File: config.mk
export PLATFORM = sky130hd
export DESIGN_NAME = axis_pack_in_stage_flat
export DESIGN_NICKNAME = d
export VERILOG_FILES = /design/src/rtl/axis_pack_in_stage_if.sv /design/src/rtl/axis_pack_in_stage.sv /design/src/flat_wrapper.sv
export SDC_FILE = /design/constraint.sdc
export NUM_CORES = 1
export LEC_CHECK = 0
export BUFFER_PORTS_ARGS = -buffer_cell sky130_fd_sc_hd__buf_4
export CORE_ASPECT_RATIO = 1.2
export CORE_MARGIN = 10
export CORE_UTILIZATION = 55
export CTS_CLUSTER_DIAMETER = 60
export DETAILED_ROUTE_END_ITERATION = 8
export GPL_TIMING_DRIVEN = 0
export PLACE_DENSITY_LB_ADDON = 0.08
export SLEW_MARGIN = 5
export SYNTH_ARGS = -nofsm -noshare
export SYNTH_HDL_FRONTEND = slang
export SYNTH_SLANG_ARGS = --single-unit
File: constraint.sdc
create_clock -name clk -period 9.5 [get_ports clk]
set_input_delay 1.425 -clock clk [delete_from_list [all_inputs] [get_ports clk]]
set_output_delay 1.425 -clock clk [all_outputs]
set_load 0.03 [all_outputs]
File: src/rtl/axis_pack_in_stage_if.sv
// Bus bundle for the packer ingress stage: user AXI-Stream in, flit stream
// out towards the banyan packing network, plus the network's pause input.
interface axis_pack_in_stage_if #(
  parameter int N_BYTES_IN  = 4,
  parameter int N_BYTES_OUT = 4
);
  localparam int DWIDTH_IN = 8 * N_BYTES_IN;
  localparam int NB_W      = $clog2(N_BYTES_IN + 1);
  localparam int OFF_W     = (N_BYTES_OUT > 1) ? $clog2(N_BYTES_OUT) : 1;

  logic [DWIDTH_IN-1:0]  s_axis_tdata;
  logic [N_BYTES_IN-1:0] s_axis_tkeep;
  logic                  s_axis_tlast;
  logic                  s_axis_tvalid;
  logic                  s_axis_tready;
  logic                  output_pause;

  logic [DWIDTH_IN-1:0]  int_tdata;
  logic [N_BYTES_IN-1:0] int_tkeep;
  logic                  int_tlast;
  logic                  int_tvalid;
  logic [NB_W-1:0]       int_nbytes;
  logic [OFF_W-1:0]      int_offset;

  // Stage side
  modport slave (
    input  s_axis_tdata, s_axis_tkeep, s_axis_tlast, s_axis_tvalid, output_pause,
    output s_axis_tready,
    output int_tdata, int_tkeep, int_tlast, int_tvalid, int_nbytes, int_offset
  );

  // Source / network side
  modport master (
    output s_axis_tdata, s_axis_tkeep, s_axis_tlast, s_axis_tvalid, output_pause,
    input  s_axis_tready,
    input  int_tdata, int_tkeep, int_tlast, int_tvalid, int_nbytes, int_offset
  );
endinterface

File: src/rtl/axis_pack_in_stage.sv
// Ingress stage of the stream packer: buffers user AXI-Stream flits in a small
// FIFO and issues one flit per cycle into the packing network, tagged with its
// valid-byte count and its byte offset within the output word.
module axis_pack_in_stage #(
  parameter int N_BYTES_IN  = 4,
  parameter int N_BYTES_OUT = 4,
  parameter int DWIDTH_IN   = 32,
  parameter int DEPTH       = 16
) (
  input logic                 clk,
  input logic                 rst,
  axis_pack_in_stage_if.slave bus
);
  localparam int NB_W    = $clog2(N_BYTES_IN + 1);
  localparam int OFF_W   = (N_BYTES_OUT > 1) ? $clog2(N_BYTES_OUT) : 1;
  localparam int AW      = $clog2(DEPTH);
  localparam int CW      = AW + 1;
  localparam int ENTRY_W = 1 + NB_W + N_BYTES_IN + DWIDTH_IN;

  function automatic logic [NB_W-1:0] popcount(input logic [N_BYTES_IN-1:0] k);
    logic [NB_W-1:0] c;
    c = '0;
    for (int unsigned i = 0; i < N_BYTES_IN; i++) begin
      c = c + NB_W'(k[i]);
    end
    return c;
  endfunction

  logic [ENTRY_W-1:0] mem [DEPTH];
  logic [AW-1:0]      wr_ptr;
  logic [AW-1:0]      rd_ptr;
  logic [CW-1:0]      count;
  logic [OFF_W-1:0]   p_q;

  logic                  full;
  logic                  empty;
  logic                  hs;
  logic                  push;
  logic                  pop;
  logic [ENTRY_W-1:0]    wr_entry;
  logic [ENTRY_W-1:0]    head;
  logic                  head_last;
  logic [NB_W-1:0]       head_nbytes;
  logic [N_BYTES_IN-1:0] head_keep;
  logic [DWIDTH_IN-1:0]  head_data;
  logic [OFF_W-1:0]      p_next;

  // Occupancy decode, handshake qualification and byte-pointer arithmetic
  always_comb begin
    full      = (count == CW'(DEPTH));
    empty     = (count == '0);
    bus.s_axis_tready = !rst && !full;
    hs        = bus.s_axis_tvalid && bus.s_axis_tready;
    // Empty non-last flits carry nothing and are swallowed at the door.
    push      = hs && ((bus.s_axis_tkeep != '0) || bus.s_axis_tlast);
    pop       = !empty && !bus.output_pause;
    wr_entry  = {bus.s_axis_tlast, popcount(bus.s_axis_tkeep),
                 bus.s_axis_tkeep, bus.s_axis_tdata};
    head      = mem[rd_ptr];
    {head_last, head_nbytes, head_keep, head_data} = head;
    if (N_BYTES_OUT == 1 || head_last) begin
      p_next = '0;
    end else begin
      p_next = OFF_W'({{NB_W{1'b0}}, p_q} + {{OFF_W{1'b0}}, head_nbytes});
    end
  end

  // FIFO storage; contents need no reset since occupancy gates every read
  always_ff @(posedge clk) begin
    if (push) begin
      mem[wr_ptr] <= wr_entry;
    end
  end

  // FIFO pointers and occupancy counter
  always_ff @(posedge clk) begin
    if (rst) begin
      wr_ptr <= '0;
      rd_ptr <= '0;
      count  <= '0;
    end else begin
      if (push) wr_ptr <= wr_ptr + 1'b1;
      if (pop)  rd_ptr <= rd_ptr + 1'b1;
      if (push && !pop)      count <= count + 1'b1;
      else if (pop && !push) count <= count - 1'b1;
    end
  end

  // Registered flit issue towards the network; fields hold when not issuing
  always_ff @(posedge clk) begin
    if (rst) begin
      p_q            <= '0;
      bus.int_tvalid <= 1'b0;
      bus.int_tdata  <= '0;
      bus.int_tkeep  <= '0;
      bus.int_tlast  <= 1'b0;
      bus.int_nbytes <= '0;
      bus.int_offset <= '0;
    end else begin
      bus.int_tvalid <= pop;
      if (pop) begin
        bus.int_tdata  <= head_data;
        bus.int_tkeep  <= head_keep;
        bus.int_tlast  <= head_last;
        bus.int_nbytes <= head_nbytes;
        bus.int_offset <= p_q;
        p_q            <= p_next;
      end
    end
  end
endmodule

File: src/flat_wrapper.sv
// flat-port wrapper written by rule: the top's interface ports become plain ports
module axis_pack_in_stage_flat 
#(
  parameter int N_BYTES_IN  = 4,
  parameter int N_BYTES_OUT = 4,
  parameter int DWIDTH_IN   = 32,
  parameter int DEPTH       = 16
)
  (clk, rst, bus_s_axis_tdata, bus_s_axis_tkeep, bus_s_axis_tlast, bus_s_axis_tvalid, bus_output_pause, bus_s_axis_tready, bus_int_tdata, bus_int_tkeep, bus_int_tlast, bus_int_tvalid, bus_int_nbytes, bus_int_offset);
  axis_pack_in_stage_if #(.N_BYTES_IN(N_BYTES_IN), .N_BYTES_OUT(N_BYTES_OUT)) bus_i ();
  input logic clk;
  input logic rst;
  input wire logic [$bits(bus_i.s_axis_tdata)-1:0] bus_s_axis_tdata;
  input wire logic [$bits(bus_i.s_axis_tkeep)-1:0] bus_s_axis_tkeep;
  input wire logic [$bits(bus_i.s_axis_tlast)-1:0] bus_s_axis_tlast;
  input wire logic [$bits(bus_i.s_axis_tvalid)-1:0] bus_s_axis_tvalid;
  input wire logic [$bits(bus_i.output_pause)-1:0] bus_output_pause;
  output wire logic [$bits(bus_i.s_axis_tready)-1:0] bus_s_axis_tready;
  output wire logic [$bits(bus_i.int_tdata)-1:0] bus_int_tdata;
  output wire logic [$bits(bus_i.int_tkeep)-1:0] bus_int_tkeep;
  output wire logic [$bits(bus_i.int_tlast)-1:0] bus_int_tlast;
  output wire logic [$bits(bus_i.int_tvalid)-1:0] bus_int_tvalid;
  output wire logic [$bits(bus_i.int_nbytes)-1:0] bus_int_nbytes;
  output wire logic [$bits(bus_i.int_offset)-1:0] bus_int_offset;
  assign bus_i.s_axis_tdata = bus_s_axis_tdata;
  assign bus_i.s_axis_tkeep = bus_s_axis_tkeep;
  assign bus_i.s_axis_tlast = bus_s_axis_tlast;
  assign bus_i.s_axis_tvalid = bus_s_axis_tvalid;
  assign bus_i.output_pause = bus_output_pause;
  assign bus_s_axis_tready = bus_i.s_axis_tready;
  assign bus_int_tdata = bus_i.int_tdata;
  assign bus_int_tkeep = bus_i.int_tkeep;
  assign bus_int_tlast = bus_i.int_tlast;
  assign bus_int_tvalid = bus_i.int_tvalid;
  assign bus_int_nbytes = bus_i.int_nbytes;
  assign bus_int_offset = bus_i.int_offset;
  axis_pack_in_stage #(.N_BYTES_IN(N_BYTES_IN), .N_BYTES_OUT(N_BYTES_OUT), .DWIDTH_IN(DWIDTH_IN), .DEPTH(DEPTH)) u_core (.clk(clk), .rst(rst), .bus(bus_i));
endmodule
# After elaboration in Yosys (flattened, before gate mapping)
# Memories as Yosys holds them, arrays and structs flattened. A register that Yosys moved wholly into a read port is not among the register bits.
# Index checks and enable logic that the tools add are counted.
# Widths: inputs -> output; s select.
# totals
ff_bits	58
ramBits	640
inputBits	41
elab_cells	43
memories	1
# mem_list
memory	depth	width	rd	rd_ports_with_merged_regs	write_ports	line_no	source
u_core.mem	16	40	1	1	1	axis_pack_in_stage.sv:29	logic [ENTRY_W-1:0] mem [DEPTH];
# classes
add_sub_neg	8
n_eq_ne	1
mux	7
reduce_logical	16
# op_table
operator	count
$mux 5	2
$add 4x1->4 const B	2
$mux 4	2
$add 3x1->3	2
$logic_and 1x1->1	6
$logic_not 1->1	6
$add 5x1->5 const B	1
$eq 5x5->1 const B	1
$logic_not 5->1	1
$sub 5x1->5 const B	1
$reduce_bool 4->1	1
$add 1x1->2	1
$add 2x2->2	1
$mux 1	2
$mux 2	1
$reduce_bool 2->1	1
$logic_or 1x1->1	1

# Logic depth before layout (Yosys ltp)
# depth
ltp_word	9
depth_mapped	14
depth_no_buf	13

# Worst setup path before layout
# No wires, ideal clock.
# synth_timing
path_kind	input -> register
from	input port rst
to	memory u_core.mem[3][0] (netlist bit), enable pin
t_arrival_ns	5.520
path_slack_ns	3.493
path_stages	6
path_buffers	2
path_cell_list	clkbuf_1 -> a21oi_1 -> and3_1 -> clkbuf_1 -> nand2_1 -> nor3_1
# synth_between
elab_chain_len	6
# synth_lines
element	line_no	source
start: declaration	flat_wrapper.sv:12	input logic rst;
$logic_not 1->1	axis_pack_in_stage.sv:52	bus.s_axis_tready = !rst && !full;
$logic_and 1x1->1	axis_pack_in_stage.sv:52	
net bus_s_axis_tready	flat_wrapper.sv:18	output wire logic [$bits(bus_i.s_axis_tready)-1:0] bus_s_axis_tready;
$logic_and 1x1->1	axis_pack_in_stage.sv:53	hs = bus.s_axis_tvalid && bus.s_axis_tready;
$logic_and 1x1->1	axis_pack_in_stage.sv:55	push = hs && ((bus.s_axis_tkeep != '0) || bus.s_axis_tlast);
net u_core.push	axis_pack_in_stage.sv:38	logic push;
$mux 1	axis_pack_in_stage.sv:70	if (push) begin
$mux 1 (implied by the code)	axis_pack_in_stage.sv:71	mem[wr_ptr] <= wr_entry;
end: declaration	axis_pack_in_stage.sv:29	
# The timed path passes the listed nets, and every way through them passes these cells.

# Worst setup path in the final report
# layout_timing
from	input port bus_s_axis_tkeep[0]
to	register u_core.count[4]
# layout_between
elab_chain_len	6
# layout_lines
element	line_no	source
start: declaration	flat_wrapper.sv:14	input wire logic [$bits(bus_i.s_axis_tkeep)-1:0] bus_s_axis_tkeep;
$reduce_bool 4->1 (*)	axis_pack_in_stage.sv:55	
$logic_or 1x1->1 (*)	axis_pack_in_stage.sv:55	
$logic_and 1x1->1 (*)	axis_pack_in_stage.sv:55	
net u_core.push	axis_pack_in_stage.sv:38	
$logic_not 1->1	axis_pack_in_stage.sv:85	else if (pop && !push) count <= count - 1'b1;
$logic_and 1x1->1	axis_pack_in_stage.sv:85	
$reduce_bool 2->1 (no source line)	-	
end signal: assignment	axis_pack_in_stage.sv:84	if (push && !pop) count <= count + 1'b1;
end signal: assignment	axis_pack_in_stage.sv:85	
end: declaration	axis_pack_in_stage.sv:32	logic [CW-1:0] count;
# Mark *: on every way through the listed nets, which the timed path passes. The rest lies on a longest branch.
# A chain may end at the register's enable or synchronous reset.

==> results <==
- The total congestion overflow is 0.
- The area growth from synthesis to layout is 17.3%.
- Clock tree synthesis inserted a total of 69 buffers.
- The die covers 0.0575 mm².
- The standard cell core area is between 0.04 and 0.05 mm².
- The number of primary I/O pins is 85.
- After synthesis, the most frequently instantiated cells are sky130_fd_sc_hd__edfxtp_1 (640), sky130_fd_sc_hd__mux4_2 (196), sky130_fd_sc_hd__nand2_1 (92), sky130_fd_sc_hd__dfxtp_1 (62), sky130_fd_sc_hd__a21oi_1 (48).
- The count of placed standard cells in the final layout, fillers left out is about 2,100.
- The count of nets left with antenna violations once routing finished came out at 0.
- Across all hold checks on the routed design, the worst slack comes to 0.453 ns.
- Summing over every cut layer, the via total after detailed routing is 12,800.
- The number of setup buffers added after CTS is 0.
- The yosys synthesis warning count is 0.
- The total count of hold-check failures in the final report is 0.
- The initial antenna violation count is 1.
- The global placer's final weighted congestion is between 0.7 and 0.8.
- The startpoint kind of the worst setup timing path is a primary input.
- The critical path is of the in2reg type.
- The footprint of the multi-input gates is between 0.005 and 0.006 mm².
- The aggregate routed wire length is between 60,000 and 70,000 µm.
- The met1 layer usage reported by global route is 31.2%.
- For the pin with the worst max-slew slack, the measured transition is 1.12 ns.
- The cell chosen for the clock root is sky130_fd_sc_hd__clkbuf_16.
- The internal power is slightly below 6000 µW.
- In this run switching power makes up 26.0% of total power.
- For this run, the register share of the synthesized area comes to roughly 77%.
- The clock tree from TritonCTS is built.
- The final setup violation count is 0.
- Clock-pin slew was measured on the worst setup and hold paths at 0.06 ns.
- The number of nets in the layout is 1,473.
- met2 is the most crowded layer.
- Based on the critical path, the design can be clocked at up to 247 MHz.
- The sequential cell area is about 0.02 mm².
- The width of the die is 221 µm.
- The count of final max-slew check failures is 0.
- The relative contribution of sequential cells to total power is around 44%.
- The number of nets in the synthesized netlist is between 1,000 and 1,500.
- The via count of the first global-routing pass is 13,200.
- The areal power density over the cells is approximately 260 mW/mm².
- The latest clock arrival within the worst-skew pair is 0.60 ns.
- The leakage power is 0.00990 µW.
- The repair_antennas step left the layout with diodes totalling 0.
- The first-pass GRT wire length is 89,200 µm.
- Synthesis produced around 1,200 cells.
- The worst voltage drop across the vdd grid is between 0.15 and 0.2 mV.
- In this run the worst path has a maximum fanout of 18.
- The per-cell routed wire length is between 20 and 30 µm.
- The kind of capture point of the worst setup path is a register.
- STA puts the critical path data required time at 9.96 ns.
- The maximum root-to-sink buffer count is 3.
- In the final layout, the share of cells above drive strength 1 is 32.6%.
- The flow ran to the end, and the final reports show no timing, DRC or antenna violations.
- The quantity of hold-fixing buffers added after cts is 0.
- Once placement completed, the tool counted placed cells totaling 1,975.
- The share of synthesized flip-flops with an asynchronous set or reset is 0%.
- For this run, design rule violations remaining after detail routing come to 0.
- The detailed placer's ending HPWL is 37,600 µm.
- The data arrival time of the worst path is 4.51 ns.
- The post-route core utilization is 65.0%.
- For this configuration, the core starts out at a cell density of between 50% and 60%.
- For met3 alone, demand over resource in global routing was 3.67%.
- Yosys attributes the largest share of cell area to sky130_fd_sc_hd__edfxtp_1 (72%), sky130_fd_sc_hd__mux4_2 (17%), sky130_fd_sc_hd__dfxtp_1 (4.7%).
- The part of the cycle the worst path needs is 42.7%.
- In this run, synthesis inferred between 600 and 700 flip-flops with an integrated enable.
- The top-area cell type share of the netlist area is 72.4%.
- The cell with the most instances after synthesis is sky130_fd_sc_hd__edfxtp_1.
- The most used flip-flop cell after synthesis is sky130_fd_sc_hd__edfxtp_1.
- Clock skew on the completed layout was measured at 0.0131 ns.
- The global router's overall resource usage is 21.8%.
- The number of I/O port buffers is 83.
- The number of cells upsized or downsized after cts is 0.
- The initialized floorplan defines between 80 and 90 standard-cell rows.
- The power share of the clock group is approximately a third.
- After synthesis, the mean cell area works out to 21.9 µm².
- The fill cell total of the finished layout is 3,208.
- The class of the tightest hold or removal check is reg2reg.
- The post-synthesis cell area is approximately 0.027 mm².
- The number of optimization iterations in the first detailed-route pass is 5.
- Setup repair after global routing left no endpoint under its margin.
- The tool flagged a number of max-cap violations equal to 0.
- The clock sink count is about 700.
- The analysis attributes to net switching a power of 2070 µW.
- After the first detailed-routing iteration, the DRC count stood at between 1,000 and 1,500.
- The minimum period implied by the final worst setup slack is approximately 4 ns.
- Counting flops and latches in the post-synthesis netlist gives between 700 and 800.
- Of all cell types, the one taking the most synthesized area is sky130_fd_sc_hd__edfxtp_1.
- The die is 261 µm tall.
- The finished cells cover 0.0311 mm².
- Headroom to the max-slew limit came out at 25.0%.
- Adding up every negative setup slack in the final design gives 0 ns.
- Entering global routing, the biggest net connects 21 pins.
- Combinational logic is responsible for 21.5% of the overall power.
- The placed instances occupy a cell area of 0.0289 mm².
- The fraction of met2 tracks used by global routing is between 30% and 40%.
- The detail-routed via count per cell is 6.10.
- The H-tree was split into 3 levels.
- The number of distinct standard cells referenced by the synthesized netlist is 37.
cell usage in the layout, fill, tap and decap left out, drive strengths merged, types with 7 or more instances in the layout:
cell and count:
mux4 196, a21oi 48, dfxtp 62, edfxtp 640
inv 12, clkbuf 124, clkinv 27, xor2 7
ha 14, bufinv 7, buf 161, nor2 34
nand2 92
through the flow:
step	setup WS, ns	power (µW)
finish	5.45	7960
global route	5.30	8250
CTS	5.51	8040
detailed placement	4.92	5330
global placement	-0.375	5300
floorplan	3.49	4790
critical path, stage by stage:
cell and delay [ns]:
sky130_fd_sc_hd__buf_4 0.18, sky130_fd_sc_hd__inv_1 0.08, sky130_fd_sc_hd__ha_1 0.21, sky130_fd_sc_hd__or4b_1 0.46, sky130_fd_sc_hd__and3_1 0.19, sky130_fd_sc_hd__clkbuf_1 0.24, sky130_fd_sc_hd__ha_1 0.32, sky130_fd_sc_hd__inv_1 0.14
sky130_fd_sc_hd__ha_1 0.26, sky130_fd_sc_hd__nor2b_1 0.13, sky130_fd_sc_hd__o21a_1 0.17, sky130_fd_sc_hd__or3_1 0.31, sky130_fd_sc_hd__a21oi_1 0.20, sky130_fd_sc_hd__xnor2_1 0.14, sky130_fd_sc_hd__nor2_1 0.05
cell type report:
class	count	share of cell area (%)
clock buffers	86	6.09
flip-flops and latches	702	65.7
multi-input cells	433	18.6
repair buffers	133	4.65
clock inverters	37	1.16
well taps	630	2.53
plain buffers	66	1.10
inverters	11	0.133
per-layer routing:
metal,vias up,share of wire (%)
met5,-,0.018
met4,2,1.8
met3,78,6.7
met2,458,50
met1,6869,42
li1,5388,-
worst paths after layout:
path	cells after the start	from	endpoint	slack (ns)
setup reg to reg	14	u_core.count[0]	u_core.count[4]	6.11
hold / removal	2	u_core.bus.int_tkeep[0]	u_core.bus.int_tkeep[0]	0.45
hold reg to reg	2	u_core.bus.int_tkeep[0]	u_core.bus.int_tkeep[0]	0.45
setup / recovery	15	bus_s_axis_tkeep[0]	u_core.count[4]	5.45
cell families after synthesis:
kind of cell | Yosys count | share of synthesized area [%]
AO/OA/AOI/OAI | 57 | 1.15
XOR/XNOR | 11 | 0.363
multiplexers | 203 | 16.9
adder cells (fa/ha/maj) | 16 | 0.811
AND/OR/NAND/NOR | 146 | 2.23
buffers and inverters | 77 | 1.45
flip-flops | 702 | 77.1
flip-flops by register name, summed over array words and instances (netlist names), named ones only:
name,flops
u_core.bus.int_tkeep,4
u_core.bus.int_tlast,1
u_core.bus.int_nbytes,3
u_core.mem,640
u_core.bus.int_tvalid,1
u_core.p_q,2
u_core.rd_ptr,4
u_core.count,5
u_core.bus.int_tdata,32
u_core.bus.int_offset,2
u_core.wr_ptr,4
power groups by stage:
stage | registers, µW | logic, µW | clock network (µW)
2_1_floorplan | 3690 | 1100 | 0
3_3_place_gp | 3590 | 1710 | 0
3_5_place_dp | 3590 | 1740 | 0
4_1_cts | 3520 | 1750 | 2770
5_1_grt | 3530 | 1830 | 2890
6_report | 3520 | 1710 | 2730
(Power assumes the default switching activity.)
